[src/rtl/hbm_rd_lat_engine_if.sv]
// AXI3 read address/data channel bundle between the read engine and one HBM pseudo-channel.
// The engine owns the AR channel and R-channel ready; the memory side owns arready and the R beat.
interface hbm_rd_lat_engine_if;
    logic [33:0] araddr;
    logic [3:0]  arlen;
    logic [2:0]  arsize;
    logic [1:0]  arburst;
    logic [5:0]  arid;
    logic        arvalid;
    logic        arready;
    logic        rvalid;
    logic        rlast;
    logic [1:0]  rresp;
    logic        rready;

    // Handshakes: a transfer happens on a rising edge where valid and ready are both 1;
    // once valid is raised the sender holds it and its payload stable until that edge.
    modport master (
        output araddr, arlen, arsize, arburst, arid, arvalid, rready,
        input  arready, rvalid, rlast, rresp
    );

    modport slave (
        input  araddr, arlen, arsize, arburst, arid, arvalid, rready,
        output arready, rvalid, rlast, rresp
    );
endinterface

[src/rtl/hbm_rd_lat_engine.sv]
// Per-channel HBM read traffic generator: latency sampling or throughput runs from one lt_params word.
// Optional macro LAT_ENGINE_RESP_CHECK_EN enables counting of non-OKAY read beats on err_cnt.
module hbm_rd_lat_engine #(
    parameter int unsigned MAX_OUTSTANDING = 64
) (
    input  logic                       hbm_clk,
    input  logic                       hbm_rst,
    input  logic [511:0]               lt_params,
    input  logic                       start,
    hbm_rd_lat_engine_if.master        m_axi,
    output logic                       lat_timer_valid,
    output logic [15:0]                lat_timer,
    output logic                       busy,
    output logic                       done,
    output logic [63:0]                total_cycles,
    output logic [31:0]                err_cnt,
    output logic [2:0]                 dbg_state
);

    typedef enum logic [2:0] {
        S_IDLE  = 3'd0,
        S_LOAD  = 3'd1,
        S_ISSUE = 3'd2,
        S_WAIT  = 3'd3,
        S_DRAIN = 3'd4,
        S_DONE  = 3'd5
    } state_t;

    localparam logic [7:0] MAX_OUT = MAX_OUTSTANDING[7:0];

    state_t      state_q, state_nxt;

    logic [31:0] wgs_q;
    logic [31:0] stride_q;
    logic [63:0] num_ops_q;
    logic [26:0] burst_units_q;
    logic [33:0] init_q;
    logic        lat_en_q;
    logic [4:0]  chan_q;

    logic [31:0] offset_q;
    logic [63:0] issued_q;
    logic [63:0] completed_q;
    logic [7:0]  outstanding_q;
    logic        arvalid_q;
    logic [15:0] timer_q;
    logic [15:0] lat_timer_q;
    logic        lat_valid_q;
    logic [63:0] run_cnt_q;
    logic [63:0] last_total_q;
    logic [63:0] total_q;
    logic        done_q;

    logic        busy_c;
    logic        ar_hs;
    logic        r_last_beat;
    logic        last_op;
    logic        out_dec;
    logic [7:0]  outstanding_nxt;
    logic [63:0] issued_nxt;
    logic        arvalid_nxt;
    logic [32:0] off_sum;
    logic [31:0] off_nxt;
    logic [4:0]  beats_c;
    logic [4:0]  len_m1;
    logic [15:0] timer_inc;
    logic        lat_capture;

    assign busy_c      = (state_q == S_LOAD) || (state_q == S_ISSUE) ||
                         (state_q == S_WAIT) || (state_q == S_DRAIN);
    assign ar_hs       = arvalid_q && m_axi.arready;
    // R beats outside a run are accepted (rready is constant) but never counted.
    assign r_last_beat = m_axi.rvalid && m_axi.rlast && busy_c;
    assign last_op     = ((completed_q + 64'd1) == num_ops_q);
    assign out_dec     = r_last_beat && (outstanding_q != 8'd0);
    assign outstanding_nxt = outstanding_q + {7'd0, ar_hs} - {7'd0, out_dec};
    assign issued_nxt  = issued_q + {63'd0, ar_hs};

    // Offset walks by stride inside a wgs-sized window; the sum is 33 bits so it cannot alias.
    assign off_sum = {1'b0, offset_q} + {1'b0, stride_q};
    assign off_nxt = ((wgs_q == 32'd0) || (off_sum >= {1'b0, wgs_q})) ? 32'd0 : off_sum[31:0];

    always_comb begin
        beats_c = burst_units_q[4:0];
        if (burst_units_q == 27'd0) begin
            beats_c = 5'd1;
        end else if (burst_units_q > 27'd16) begin
            beats_c = 5'd16;
        end
    end

    assign len_m1    = beats_c - 5'd1;
    assign timer_inc = (timer_q == 16'hFFFF) ? 16'hFFFF : (timer_q + 16'd1);
    assign lat_capture = r_last_beat && lat_en_q && (state_q == S_WAIT);

    // Next-state logic
    always_comb begin
        state_nxt = state_q;
        case (state_q)
            S_IDLE:  if (start) state_nxt = S_LOAD;
            S_LOAD:  state_nxt = S_ISSUE;
            S_ISSUE: begin
                if (num_ops_q == 64'd0) begin
                    state_nxt = S_DONE;
                end else if (ar_hs) begin
                    if (lat_en_q) begin
                        state_nxt = S_WAIT;
                    end else if (issued_nxt == num_ops_q) begin
                        state_nxt = S_DRAIN;
                    end
                end
            end
            S_WAIT:  if (r_last_beat) state_nxt = last_op ? S_DONE : S_ISSUE;
            S_DRAIN: if (completed_q == num_ops_q) state_nxt = S_DONE;
            S_DONE:  state_nxt = S_IDLE;
            default: state_nxt = S_IDLE;
        endcase
    end

    // arvalid may go back-to-back in throughput mode when the window still has room.
    always_comb begin
        arvalid_nxt = 1'b0;
        if (arvalid_q && !m_axi.arready) begin
            arvalid_nxt = 1'b1;
        end else if ((state_q == S_ISSUE) && (state_nxt == S_ISSUE) && (issued_nxt < num_ops_q)) begin
            arvalid_nxt = lat_en_q || (outstanding_nxt < MAX_OUT);
        end
    end

    always_ff @(posedge hbm_clk) begin
        if (hbm_rst) begin
            state_q <= S_IDLE;
        end else begin
            state_q <= state_nxt;
        end
    end

    always_ff @(posedge hbm_clk) begin
        if (hbm_rst) begin
            wgs_q         <= '0;
            stride_q      <= '0;
            num_ops_q     <= '0;
            burst_units_q <= '0;
            init_q        <= '0;
            lat_en_q      <= 1'b0;
            chan_q        <= '0;
        end else if ((state_q == S_IDLE) && start) begin
            wgs_q         <= lt_params[31:0];
            stride_q      <= lt_params[63:32];
            num_ops_q     <= lt_params[127:64];
            burst_units_q <= lt_params[159:133];
            init_q        <= lt_params[193:160];
            lat_en_q      <= lt_params[224];
            chan_q        <= lt_params[229:225];
        end
    end

    always_ff @(posedge hbm_clk) begin
        if (hbm_rst) begin
            offset_q      <= '0;
            issued_q      <= '0;
            completed_q   <= '0;
            outstanding_q <= '0;
            run_cnt_q     <= '0;
            last_total_q  <= '0;
        end else if (state_q == S_LOAD) begin
            offset_q      <= '0;
            issued_q      <= '0;
            completed_q   <= '0;
            outstanding_q <= '0;
            run_cnt_q     <= '0;
            last_total_q  <= '0;
        end else begin
            if (ar_hs) begin
                offset_q <= off_nxt;
            end
            issued_q      <= issued_nxt;
            outstanding_q <= outstanding_nxt;
            if (r_last_beat) begin
                completed_q <= completed_q + 64'd1;
            end
            if (busy_c) begin
                run_cnt_q <= run_cnt_q + 64'd1;
            end
            // The final rlast cycle itself is part of the run length.
            if (r_last_beat && last_op) begin
                last_total_q <= run_cnt_q + 64'd1;
            end
        end
    end

    always_ff @(posedge hbm_clk) begin
        if (hbm_rst) begin
            arvalid_q <= 1'b0;
        end else begin
            arvalid_q <= arvalid_nxt;
        end
    end

    always_ff @(posedge hbm_clk) begin
        if (hbm_rst) begin
            timer_q     <= '0;
            lat_timer_q <= '0;
            lat_valid_q <= 1'b0;
        end else begin
            if (ar_hs) begin
                timer_q <= 16'd0;
            end else if (timer_q != 16'hFFFF) begin
                timer_q <= timer_q + 16'd1;
            end
            lat_valid_q <= lat_capture;
            if (lat_capture) begin
                lat_timer_q <= timer_inc;
            end
        end
    end

    always_ff @(posedge hbm_clk) begin
        if (hbm_rst) begin
            done_q  <= 1'b0;
            total_q <= '0;
        end else begin
            done_q <= (state_q == S_DONE);
            if (state_q == S_DONE) begin
                total_q <= last_total_q;
            end
        end
    end

`ifdef LAT_ENGINE_RESP_CHECK_EN
    logic [31:0] err_q;

    always_ff @(posedge hbm_clk) begin
        if (hbm_rst) begin
            err_q <= '0;
        end else if (state_q == S_LOAD) begin
            err_q <= '0;
        end else if (busy_c && m_axi.rvalid && (m_axi.rresp != 2'b00) && (err_q != 32'hFFFF_FFFF)) begin
            err_q <= err_q + 32'd1;
        end
    end

    assign err_cnt = err_q;

    logic unused_ok;
    assign unused_ok = ^{lt_params[511:230], lt_params[223:194], lt_params[132:128]};
`else
    assign err_cnt = '0;

    logic unused_ok;
    assign unused_ok = ^{lt_params[511:230], lt_params[223:194], lt_params[132:128], m_axi.rresp};
`endif

    assign m_axi.araddr  = init_q + {2'b00, offset_q};
    assign m_axi.arlen   = len_m1[3:0];
    assign m_axi.arsize  = 3'b101;
    assign m_axi.arburst = 2'b01;
    assign m_axi.arid    = {1'b0, chan_q};
    assign m_axi.arvalid = arvalid_q;
    assign m_axi.rready  = 1'b1;

    assign lat_timer_valid = lat_valid_q;
    assign lat_timer       = lat_timer_q;
    assign busy            = busy_c;
    assign done            = done_q;
    assign total_cycles    = total_q;
    assign dbg_state       = state_q;

endmodule

[src/flat_wrapper.sv]
// flat-port wrapper written by rule: the top's interface ports become plain ports
module hbm_rd_lat_engine_flat 
#(
    parameter int unsigned MAX_OUTSTANDING = 64
)
  (hbm_clk, hbm_rst, lt_params, start, lat_timer_valid, lat_timer, busy, done, total_cycles, err_cnt, dbg_state, m_axi_araddr, m_axi_arlen, m_axi_arsize, m_axi_arburst, m_axi_arid, m_axi_arvalid, m_axi_rready, m_axi_arready, m_axi_rvalid, m_axi_rlast, m_axi_rresp);
  hbm_rd_lat_engine_if m_axi_i ();
  input  logic hbm_clk;
  input  logic hbm_rst;
  input  logic [511:0] lt_params;
  input  logic start;
  output logic lat_timer_valid;
  output logic [15:0] lat_timer;
  output logic busy;
  output logic done;
  output logic [63:0] total_cycles;
  output logic [31:0] err_cnt;
  output logic [2:0] dbg_state;
  output wire logic [$bits(m_axi_i.araddr)-1:0] m_axi_araddr;
  output wire logic [$bits(m_axi_i.arlen)-1:0] m_axi_arlen;
  output wire logic [$bits(m_axi_i.arsize)-1:0] m_axi_arsize;
  output wire logic [$bits(m_axi_i.arburst)-1:0] m_axi_arburst;
  output wire logic [$bits(m_axi_i.arid)-1:0] m_axi_arid;
  output wire logic [$bits(m_axi_i.arvalid)-1:0] m_axi_arvalid;
  output wire logic [$bits(m_axi_i.rready)-1:0] m_axi_rready;
  input wire logic [$bits(m_axi_i.arready)-1:0] m_axi_arready;
  input wire logic [$bits(m_axi_i.rvalid)-1:0] m_axi_rvalid;
  input wire logic [$bits(m_axi_i.rlast)-1:0] m_axi_rlast;
  input wire logic [$bits(m_axi_i.rresp)-1:0] m_axi_rresp;
  assign m_axi_araddr = m_axi_i.araddr;
  assign m_axi_arlen = m_axi_i.arlen;
  assign m_axi_arsize = m_axi_i.arsize;
  assign m_axi_arburst = m_axi_i.arburst;
  assign m_axi_arid = m_axi_i.arid;
  assign m_axi_arvalid = m_axi_i.arvalid;
  assign m_axi_rready = m_axi_i.rready;
  assign m_axi_i.arready = m_axi_arready;
  assign m_axi_i.rvalid = m_axi_rvalid;
  assign m_axi_i.rlast = m_axi_rlast;
  assign m_axi_i.rresp = m_axi_rresp;
  hbm_rd_lat_engine #(.MAX_OUTSTANDING(MAX_OUTSTANDING)) u_core (.hbm_clk(hbm_clk), .hbm_rst(hbm_rst), .lt_params(lt_params), .start(start), .m_axi(m_axi_i), .lat_timer_valid(lat_timer_valid), .lat_timer(lat_timer), .busy(busy), .done(done), .total_cycles(total_cycles), .err_cnt(err_cnt), .dbg_state(dbg_state));
endmodule
[config.mk]
export PLATFORM = sky130hd
export DESIGN_NAME = hbm_rd_lat_engine_flat
export DESIGN_NICKNAME = d
export VERILOG_FILES = /design/src/rtl/hbm_rd_lat_engine_if.sv /design/src/rtl/hbm_rd_lat_engine.sv /design/src/flat_wrapper.sv
export SDC_FILE = /design/constraint.sdc
export NUM_CORES = 2
export LEC_CHECK = 0
export CORE_MARGIN = 4
export CORE_UTILIZATION = 38
export CTS_CLUSTER_DIAMETER = 100
export CTS_CLUSTER_SIZE = 16
export DETAILED_ROUTE_END_ITERATION = 10
export GPL_ROUTABILITY_DRIVEN = 0
export HOLD_SLACK_MARGIN = 0.03
export SYNTH_ARGS = -nofsm -noshare
export SYNTH_HDL_FRONTEND = slang
export SYNTH_SLANG_ARGS = --single-unit
[constraint.sdc]
create_clock -name hbm_clk -period 11.9 [get_ports hbm_clk]
set_input_delay 1.19 -clock hbm_clk [delete_from_list [all_inputs] [get_ports hbm_clk]]
set_output_delay 1.19 -clock hbm_clk [all_outputs]
set_load 0.01 [all_outputs]
## After elaboration in Yosys (flattened, before gate mapping)

Cells that the tools add are included.

| operators by class | value |
|---|---|
| $add $sub $neg | 9 |
| magnitude comparators | 4 |
| equal/unequal tests | 11 |
| multiplexer cells | 15 |
| reductions and logical operators | 24 |

Operator list:

| operator | count |
|---|---|
| 64-bit equality test | 3 |
| 64-bit by 1-bit adder with 64-bit output (second input constant) | 2 |
| 64-bit by 1-bit adder with 64-bit output | 1 |
| 64-bit logical NOT | 1 |
| 64-bit less-than comparator | 1 |
| 34-bit by 32-bit adder with 34-bit output | 1 |
| 32-bit by 32-bit adder with 33-bit output | 1 |
| 33-bit by 32-bit greater-or-equal comparator with 1-bit output | 1 |
| 32-bit logical NOT | 1 |
| 32-bit 2-to-1 mux | 1 |
| 27-bit by 5-bit > comparator with 1-bit output (second input constant) | 1 |
| 27-bit logical NOT | 1 |
| 3-bit 2-to-1 mux | 8 |
| 16-bit by 1-bit adder with 16-bit output (second input constant) | 1 |
| 16-bit equality test (second input constant) | 1 |
| 16-bit 2-to-1 mux | 1 |
| 16-bit != test (second input constant) | 1 |
| 3-bit case mux with 5 select lines | 1 |
| 1-bit logical AND | 11 |
| 3-bit by 2-bit equality test with 1-bit output (second input constant) | 3 |
| 8-bit by 1-bit adder with 8-bit output | 1 |
| 8-bit by 7-bit less-than comparator with 1-bit output (second input constant) | 1 |
| 4-bit 2-to-1 mux | 2 |
| 8-bit nonzero test | 1 |
| 9 further kinds | 16 |

| storage, ports and cells | value |
|---|---|
| bits in registers | 593 |
| input bits | 520 |
| logic and storage cells | 83 |

## Depth between registers and ports, before layout

| depth | value |
|---|---|
| depth in word-level cells | 13 |
| mapped depth | 26 |
| depth with buffers taken out | 24 |

## Least setup slack after synthesis

OpenSTA, ideal clock, no wires.

| path | value |
|---|---|
| kind | input to register |
| start | in m_axi_arready |
| end | reg u_core.arvalid_q, in the netlist u_core.m_axi.arvalid |
| arrival time | 6030 ps |
| data required time | 11831 ps |
| slack | 5801 ps |
| stages on the path | 26 |
| cells stage by stage | nand2_1 > clkbuf_1 > inv_1 > ha_1 > ha_1 > nand4_1 > or3_1 > nor3_2 > nand2_1 > nor3b_1 > and2_1 > clkbuf_1 > nand2_1 > nor2_1 > xnor2_1 > ha_1 > a21o_1 > a21oi_1 > nor2_1 > a211oi_1 > nor2_1 > a211oi_1 > o2111ai_1 > a211o_1 > or4_1 > o21ai_1 |

| between the ends | value |
|---|---|
| cells in the longest elaborated chain, start to end | 13 |
| elaborated cells on any way between the ends | 20 |

RTL lines:

| item | RTL line | RTL |
|---|---|---|
| start: declaration | flat_wrapper.sv:26 | `input wire logic [$bits(m_axi_i.arready)-1:0] m_axi_arready;` |
| 1-bit logical AND (*) | hbm_rd_lat_engine.sv:71 | `assign ar_hs = arvalid_q && m_axi.arready;` |
| via u_core.ar_hs | hbm_rd_lat_engine.sv:55 | `logic ar_hs;` |
| 64-bit by 1-bit adder with 64-bit output (*) | hbm_rd_lat_engine.sv:77 | `assign issued_nxt = issued_q + {63'd0, ar_hs};` |
| via u_core.issued_nxt[50] | hbm_rd_lat_engine.sv:60 | `logic [63:0] issued_nxt;` |
| 64-bit equality test | hbm_rd_lat_engine.sv:108 | `end else if (issued_nxt == num_ops_q) begin` |
| 3-bit 2-to-1 mux | hbm_rd_lat_engine.sv:108 |  |
| 3-bit 2-to-1 mux | hbm_rd_lat_engine.sv:106 | `if (lat_en_q) begin` |
| 3-bit 2-to-1 mux | hbm_rd_lat_engine.sv:105 | `end else if (ar_hs) begin` |
| 3-bit 2-to-1 mux | hbm_rd_lat_engine.sv:103 | `if (num_ops_q == 64'd0) begin` |
| 3-bit case mux with 5 select lines | hbm_rd_lat_engine.sv:99 | `case (state_q)` |
| 3-bit by 2-bit equality test with 1-bit output | hbm_rd_lat_engine.sv:125 | `end else if ((state_q == S_ISSUE) && (state_nxt == S_ISSUE) && (issued_nxt < num_ops_q)) begin` |
| 1-bit logical AND | hbm_rd_lat_engine.sv:125 |  |
| 1-bit logical AND (*) | hbm_rd_lat_engine.sv:125 |  |
| 1-bit 2-to-1 mux (*) | hbm_rd_lat_engine.sv:125 |  |
| 1-bit 2-to-1 mux (*) | hbm_rd_lat_engine.sv:123 | `if (arvalid_q && !m_axi.arready) begin` |
| end signal: assignment | hbm_rd_lat_engine.sv:196 | `arvalid_q <= arvalid_nxt;` |
| end: declaration | hbm_rd_lat_engine.sv:45 | `logic arvalid_q;` |

Mark *: on every way through the listed nets, which the timed path passes. The rest lies on a longest branch.
A chain may end at the register's enable or synchronous reset.

## Worst setup path after layout

Ends and elaborated chain as after synthesis.

==> metrics.csv <==
stage,metric,value,unit
run_status,status,finished clean,
floorplan,dieHeight,298.4,um
cts,cts_setup_buffers,0,
final_layout,areaGrowthSynthToFinish,15.77,%
yosys,synth-simple-area-share,23.85,%
floorplan,coreArea,0.08356,mm^2
yosys,synth.area.top_cells,"sky130_fd_sc_hd__dfxtp_1 (37%), sky130_fd_sc_hd__nand2_1 (8.3%), sky130_fd_sc_hd__ha_1 (6.9%), sky130_fd_sc_hd__a21oi_1 (6.3%), sky130_fd_sc_hd__xnor2_1 (5.7%)",
sta,setup_viol_count_final,0,
yosys,post_synth_instance_area,0.03204,mm^2
sta,timing.slew.headroom,21.94,%
sta,fin_setup_tns,0,ps
sta,worstMarginPinSlew,1171,ps
yosys,synth_top_cell_by_area,sky130_fd_sc_hd__dfxtp_1,
sta,finalWorstPathRequiredPeriod,7400,ps
cts,num_cts_buffers,44,
routing,route.antenna.remaining_nets,0,
pwr,post-layout-total-power,4184,uW
floorplan,die_area,0.08903,mm^2
worst_setup_path,critPathLaunchType,input port,
worst_setup_path,crit_arrival,7890,ps
yosys,postSynthRegisterBits,593,
yosys,synth-compound-area-share,15.60,%
worst_setup_path,worst_ep_required_time,12390,ps
global_routing,grt_first_pass_wirelength,147.8,mm
global_routing,grt_start_max_net_pins,186,
global_routing,antenna_found_initial,10,
worst_setup_path,timing_worst_setup_path_type,input port to flip-flop,
pwr,worst_voltage_drop_across_the_vdd_grid,0.08847,mV
yosys,largest_family_of_logic_cells_by_synthesized_area,simple AND/OR/NAND/NOR gates,
yosys,muxShareOfSynthArea,0.5350,%
cts,cts.reportedPaths.clkPinSlew,80,ps
pwr,p_leak,0.01385,uW
global_routing,met3_usage,4.148,%
yosys,yosys.area_share.adder,7.099,%
placement,post-dp-hpwl,69.24,mm
yosys,synth_edf_count,0,
global_routing,gr-max-usage-layer,met1,
yosys,ys_dominant_reg_cell,sky130_fd_sc_hd__dfxtp_1,
routing,routedWlPerCell,17.90,um
worst_setup_path,cp_slowest_cell,sky130_fd_sc_hd__a21boi_0,
worst_setup_path,cpLargestDelayFamily,simple AND/OR/NAND/NOR gates,
floorplan,start_util,38.35,%
global_routing,grt.met1_usage,30.74,%
routing,routed_via_density,5.276,
cts,post_cts_hold_buffer_count,0,
cts,ctsResizeCount,0,
routing,drt_pass1_iterations,5,
routing,drt_drc_violations_left,0,
floorplan,top_level_ports,689,
sta,maxClockFrequency,0.1351,GHz
sta,clock_skew,30.41,ps
pwr,combinationalPowerShare,15.4,%
placement,port-buffer-count,330,
worst_setup_path,worstSetupEndpointType,flip-flop,
cts,clock-sinks,593,
yosys,synth.distinct_cells,80,
final_layout,final_cell_area,0.03709,mm^2
cts,cts_root_buf,sky130_fd_sc_hd__clkbuf_16,
pwr,swShare,28.51,%
global_routing,grt_use_met2,30.12,%
final_layout,nNetsFinal,4903,
global_routing,grt_pass1_vias,26120,
yosys,mean_instance_size_in_the_synthesized_netlist,7.972,um^2
global_routing,grt_usage,20.44,%
yosys,synthesis.yosys.warnings,0,
yosys,syn_inst,4019,
sta,hold_viol,0,
floorplan,rows,106,
global_routing,grt_overflow_total,0,
routing,postRouteWirelength,94.71,mm
worst_setup_path,timing.critical_path.fanout_max,8,
routing,drt_first_iter_violations,1968,
yosys,synth-seq-area-share,37.05,%
cts,max-clock-path-buffers,3,
worst_setup_path,critical_path.cell_chain,clkdlybuf4s50_1 > nand2_1 > inv_1 > ha_1 > ha_1 > nand4_1 > or3_1 > nor3_2 > nand2_1 > nor3b_1 > and2_1 > nand2_1 > nor2_1 > xnor2_1 > ha_1 > nand4_1 > nor4_1 > nand3_1 > nor3_1 > a21boi_0 > or4_1 > o21ai_1,
pwr,power.share.sequential,50.4,%
sta,timing_max_transition_violations_final,0,
pwr,power.clock.fraction,34.2,%
placement,dpl-instance-area,0.03590,mm^2
cts,cts_tree,yes,
sta,unrepaired_setup_endpoints_after_global_routing,false,
flow_run,number_of_max_cap_violations,0,
worst_setup_path,worstPathBufferInverterCount,2,
pwr,pwr_density_cell,112.8,mW/mm^2
worst_setup_path,cp_slowest_stage_delay,730,ps
floorplan,die_x,298.4,um
hold_path,worst_hold_path_type,flip-flop to flip-flop,
yosys,async_reset_ff_share,0,%
pwr,total_switching_power,1193,uW
yosys,post-synth-top-area-fraction,37.05,%
yosys,synth-xor-area-share,10.39,%
final_layout,drive_gt1_share,3.919,%
pwr,cellInternalPower,2991,uW
routing,vias,27920,
cts,htree_num_levels,2,
cts,worst_skew_pair.late_latency,610,ps
sta,final.period_utilization,62.18,%
[placed cells by master, fill, tap and decap left out, types with 9 or more instances in the layout]
cell type                         count
sky130_fd_sc_hd__a211oi_1            21
sky130_fd_sc_hd__a211oi_2            55
sky130_fd_sc_hd__a21o_1              60
sky130_fd_sc_hd__a21oi_1            403
sky130_fd_sc_hd__a22oi_1             30
sky130_fd_sc_hd__a31oi_1             11
sky130_fd_sc_hd__and2_1              85
sky130_fd_sc_hd__and3_1              46
sky130_fd_sc_hd__and4_1              16
sky130_fd_sc_hd__buf_4               20
sky130_fd_sc_hd__clkbuf_16           45
sky130_fd_sc_hd__clkdlybuf4s50_1    329
sky130_fd_sc_hd__conb_1              39
sky130_fd_sc_hd__dfxtp_1            593
sky130_fd_sc_hd__ha_1               177
sky130_fd_sc_hd__inv_1              155
sky130_fd_sc_hd__mux2i_1             16
sky130_fd_sc_hd__nand2_1            706
sky130_fd_sc_hd__nand2b_1            13
sky130_fd_sc_hd__nand3_1            113
sky130_fd_sc_hd__nand4_1             82
sky130_fd_sc_hd__nor2_1             361
sky130_fd_sc_hd__nor2b_1             17
sky130_fd_sc_hd__nor3_1              53
sky130_fd_sc_hd__nor4_1              54
sky130_fd_sc_hd__o211ai_1             9
sky130_fd_sc_hd__o21a_1              12
sky130_fd_sc_hd__o21ai_0             99
sky130_fd_sc_hd__o21bai_1            16
sky130_fd_sc_hd__o31ai_1             12
sky130_fd_sc_hd__or2_2               10
sky130_fd_sc_hd__or3_1               57
sky130_fd_sc_hd__or4_1               10
sky130_fd_sc_hd__xnor2_1            206
sky130_fd_sc_hd__xor2_1             173
[worst register-to-register path, cell delays in order, from the launching register on]
cell,delay [ps]
sky130_fd_sc_hd__dfxtp_1,370
sky130_fd_sc_hd__nand2_1,100
sky130_fd_sc_hd__inv_1,160
sky130_fd_sc_hd__ha_1,260
sky130_fd_sc_hd__ha_1,270
sky130_fd_sc_hd__nand4_1,290
sky130_fd_sc_hd__or3_1,500
sky130_fd_sc_hd__nor3_2,420
sky130_fd_sc_hd__nand2_1,210
sky130_fd_sc_hd__nor3b_1,410
sky130_fd_sc_hd__and2_1,440
sky130_fd_sc_hd__nand2_1,170
sky130_fd_sc_hd__nor2_1,170
sky130_fd_sc_hd__xnor2_1,90
sky130_fd_sc_hd__ha_1,300
sky130_fd_sc_hd__nand4_1,100
sky130_fd_sc_hd__nor4_1,570
sky130_fd_sc_hd__nand3_1,310
sky130_fd_sc_hd__nor3_1,430
sky130_fd_sc_hd__a21boi_0,730
sky130_fd_sc_hd__or4_1,240
sky130_fd_sc_hd__o21ai_1,60
[kinds of logic (layout without fill, tap and decap cells)]
kind of cell	count (synthesis)	after routing
other	2	41
DFF	593	593
AOI/OAI and AO/OA	788	788
and+or+nand+nor	1654	1654
buffers and inverters	405	559
xor gates and xnor gates	380	380
adders and majority gates	180	180
muxes	17	17
[path summary, 6_finish.rpt]
kind              slack [ps]  cells after the start                              end                       startpoint
hold reg to reg          460                      2    u_core.chan_q[1]$_SDFFE_PP0P_    u_core.chan_q[1]$_SDFFE_PP0P_
setup reg to reg        5230                     21  u_core.m_axi.arvalid$_SDFF_PP0_  u_core.m_axi.arvalid$_SDFF_PP0_
setup / recovery        4500                     22  u_core.m_axi.arvalid$_SDFF_PP0_                    m_axi_arready
hold / removal           460                      2    u_core.chan_q[1]$_SDFFE_PP0P_    u_core.chan_q[1]$_SDFFE_PP0P_
[state kept, by name, indices dropped and copies added, names as in the netlist, 32 cells and up]
name / cells
u_core.init_q: 34
u_core.run_cnt_q: 64
u_core.total_cycles: 64
u_core.stride_q: 32
u_core.completed_q: 64
u_core.num_ops_q: 64
u_core.offset_q: 32
u_core.wgs_q: 32
u_core.last_total_q: 64
u_core.issued_q: 64
[per-layer routing]
metal	routed length, um	vias up	share of wire [%]
met5	13	-	0.014
met2	38970	745	41
met1	47190	13070	50
met4	1872	2	2.0
met3	6658	108	7.0
li1	-	13990	-
[cell type report]
| type | instances | area (um^2) |
|---|---|---|
| well taps | 1080 | 1351 |
| clock buffers | 47 | 1134 |
| clock inverters | 6 | 55.05 |
| flip-flops and latches | 593 | 11870 |
| fillers | 8367 | 46460 |
| inverters | 155 | 581.8 |
| repair buffers | 351 | 3478 |
| multi-input cells | 3058 | 18620 |
| diodes | 2 | 5.005 |
[per-stage QoR]
stage | cells | util, % | setup WS (ps) | hold slack (ps)
after global routing | 5290 | 44.39 | 4099 | 469.6
after floorplan | 4056 | - | 5801 | 428.4
final | 5292 | 44.40 | 4500 | 455.3
after CTS | 5290 | 44.39 | 4706 | 455.2
after global placement | 5237 | 42.97 | 4267 | 442.0
after detailed placement | 5237 | 42.97 | 4088 | 444.6
[cells in the mapped netlist, types with 5 or more instances]
| cell | count |
|---|---|
| sky130_fd_sc_hd__dfxtp_1 | 593 |
| sky130_fd_sc_hd__nand2b_1 | 13 |
| sky130_fd_sc_hd__mux2i_1 | 16 |
| sky130_fd_sc_hd__nand4_1 | 82 |
| sky130_fd_sc_hd__o21a_1 | 12 |
| sky130_fd_sc_hd__o21bai_1 | 16 |
| sky130_fd_sc_hd__a41o_1 | 5 |
| sky130_fd_sc_hd__a21oi_1 | 403 |
| sky130_fd_sc_hd__buf_4 | 45 |
| sky130_fd_sc_hd__nor4_1 | 54 |
| sky130_fd_sc_hd__a211oi_2 | 55 |
| sky130_fd_sc_hd__nor3_1 | 55 |
| sky130_fd_sc_hd__o21ai_0 | 99 |
| sky130_fd_sc_hd__o211ai_1 | 9 |
| sky130_fd_sc_hd__nor2_1 | 362 |
| sky130_fd_sc_hd__o31ai_1 | 12 |
| sky130_fd_sc_hd__clkbuf_1 | 176 |
| sky130_fd_sc_hd__a22oi_1 | 30 |
| sky130_fd_sc_hd__ha_1 | 177 |
| sky130_fd_sc_hd__inv_1 | 155 |
| sky130_fd_sc_hd__nor2b_1 | 17 |
| sky130_fd_sc_hd__or2_2 | 10 |
| sky130_fd_sc_hd__nand2_1 | 706 |
| sky130_fd_sc_hd__a311oi_1 | 5 |
| sky130_fd_sc_hd__and4_1 | 16 |
| sky130_fd_sc_hd__a31oi_1 | 12 |
| sky130_fd_sc_hd__or4_1 | 10 |
| sky130_fd_sc_hd__buf_2 | 20 |
| sky130_fd_sc_hd__xnor2_1 | 207 |
| sky130_fd_sc_hd__nand3_1 | 114 |
| sky130_fd_sc_hd__xor2_1 | 173 |
| sky130_fd_sc_hd__or3_1 | 58 |
| sky130_fd_sc_hd__and2_1 | 85 |
| sky130_fd_sc_hd__and3_1 | 47 |
| sky130_fd_sc_hd__a211oi_1 | 21 |
| sky130_fd_sc_hd__a21o_1 | 60 |
| sky130_fd_sc_hd__a2111oi_0 | 5 |
[power groups by stage]
stage               clock (uW)  sequential (uW)  combinational (uW)
floorplan                    0             2130                 424
global placement             0             2150                 637
detailed placement           0             2160                 642
CTS                       1490             2110                 647
global route              1550             2120                 721
finish                    1430             2110                 643
No activity file was read; power rests on OpenSTA's default activity.
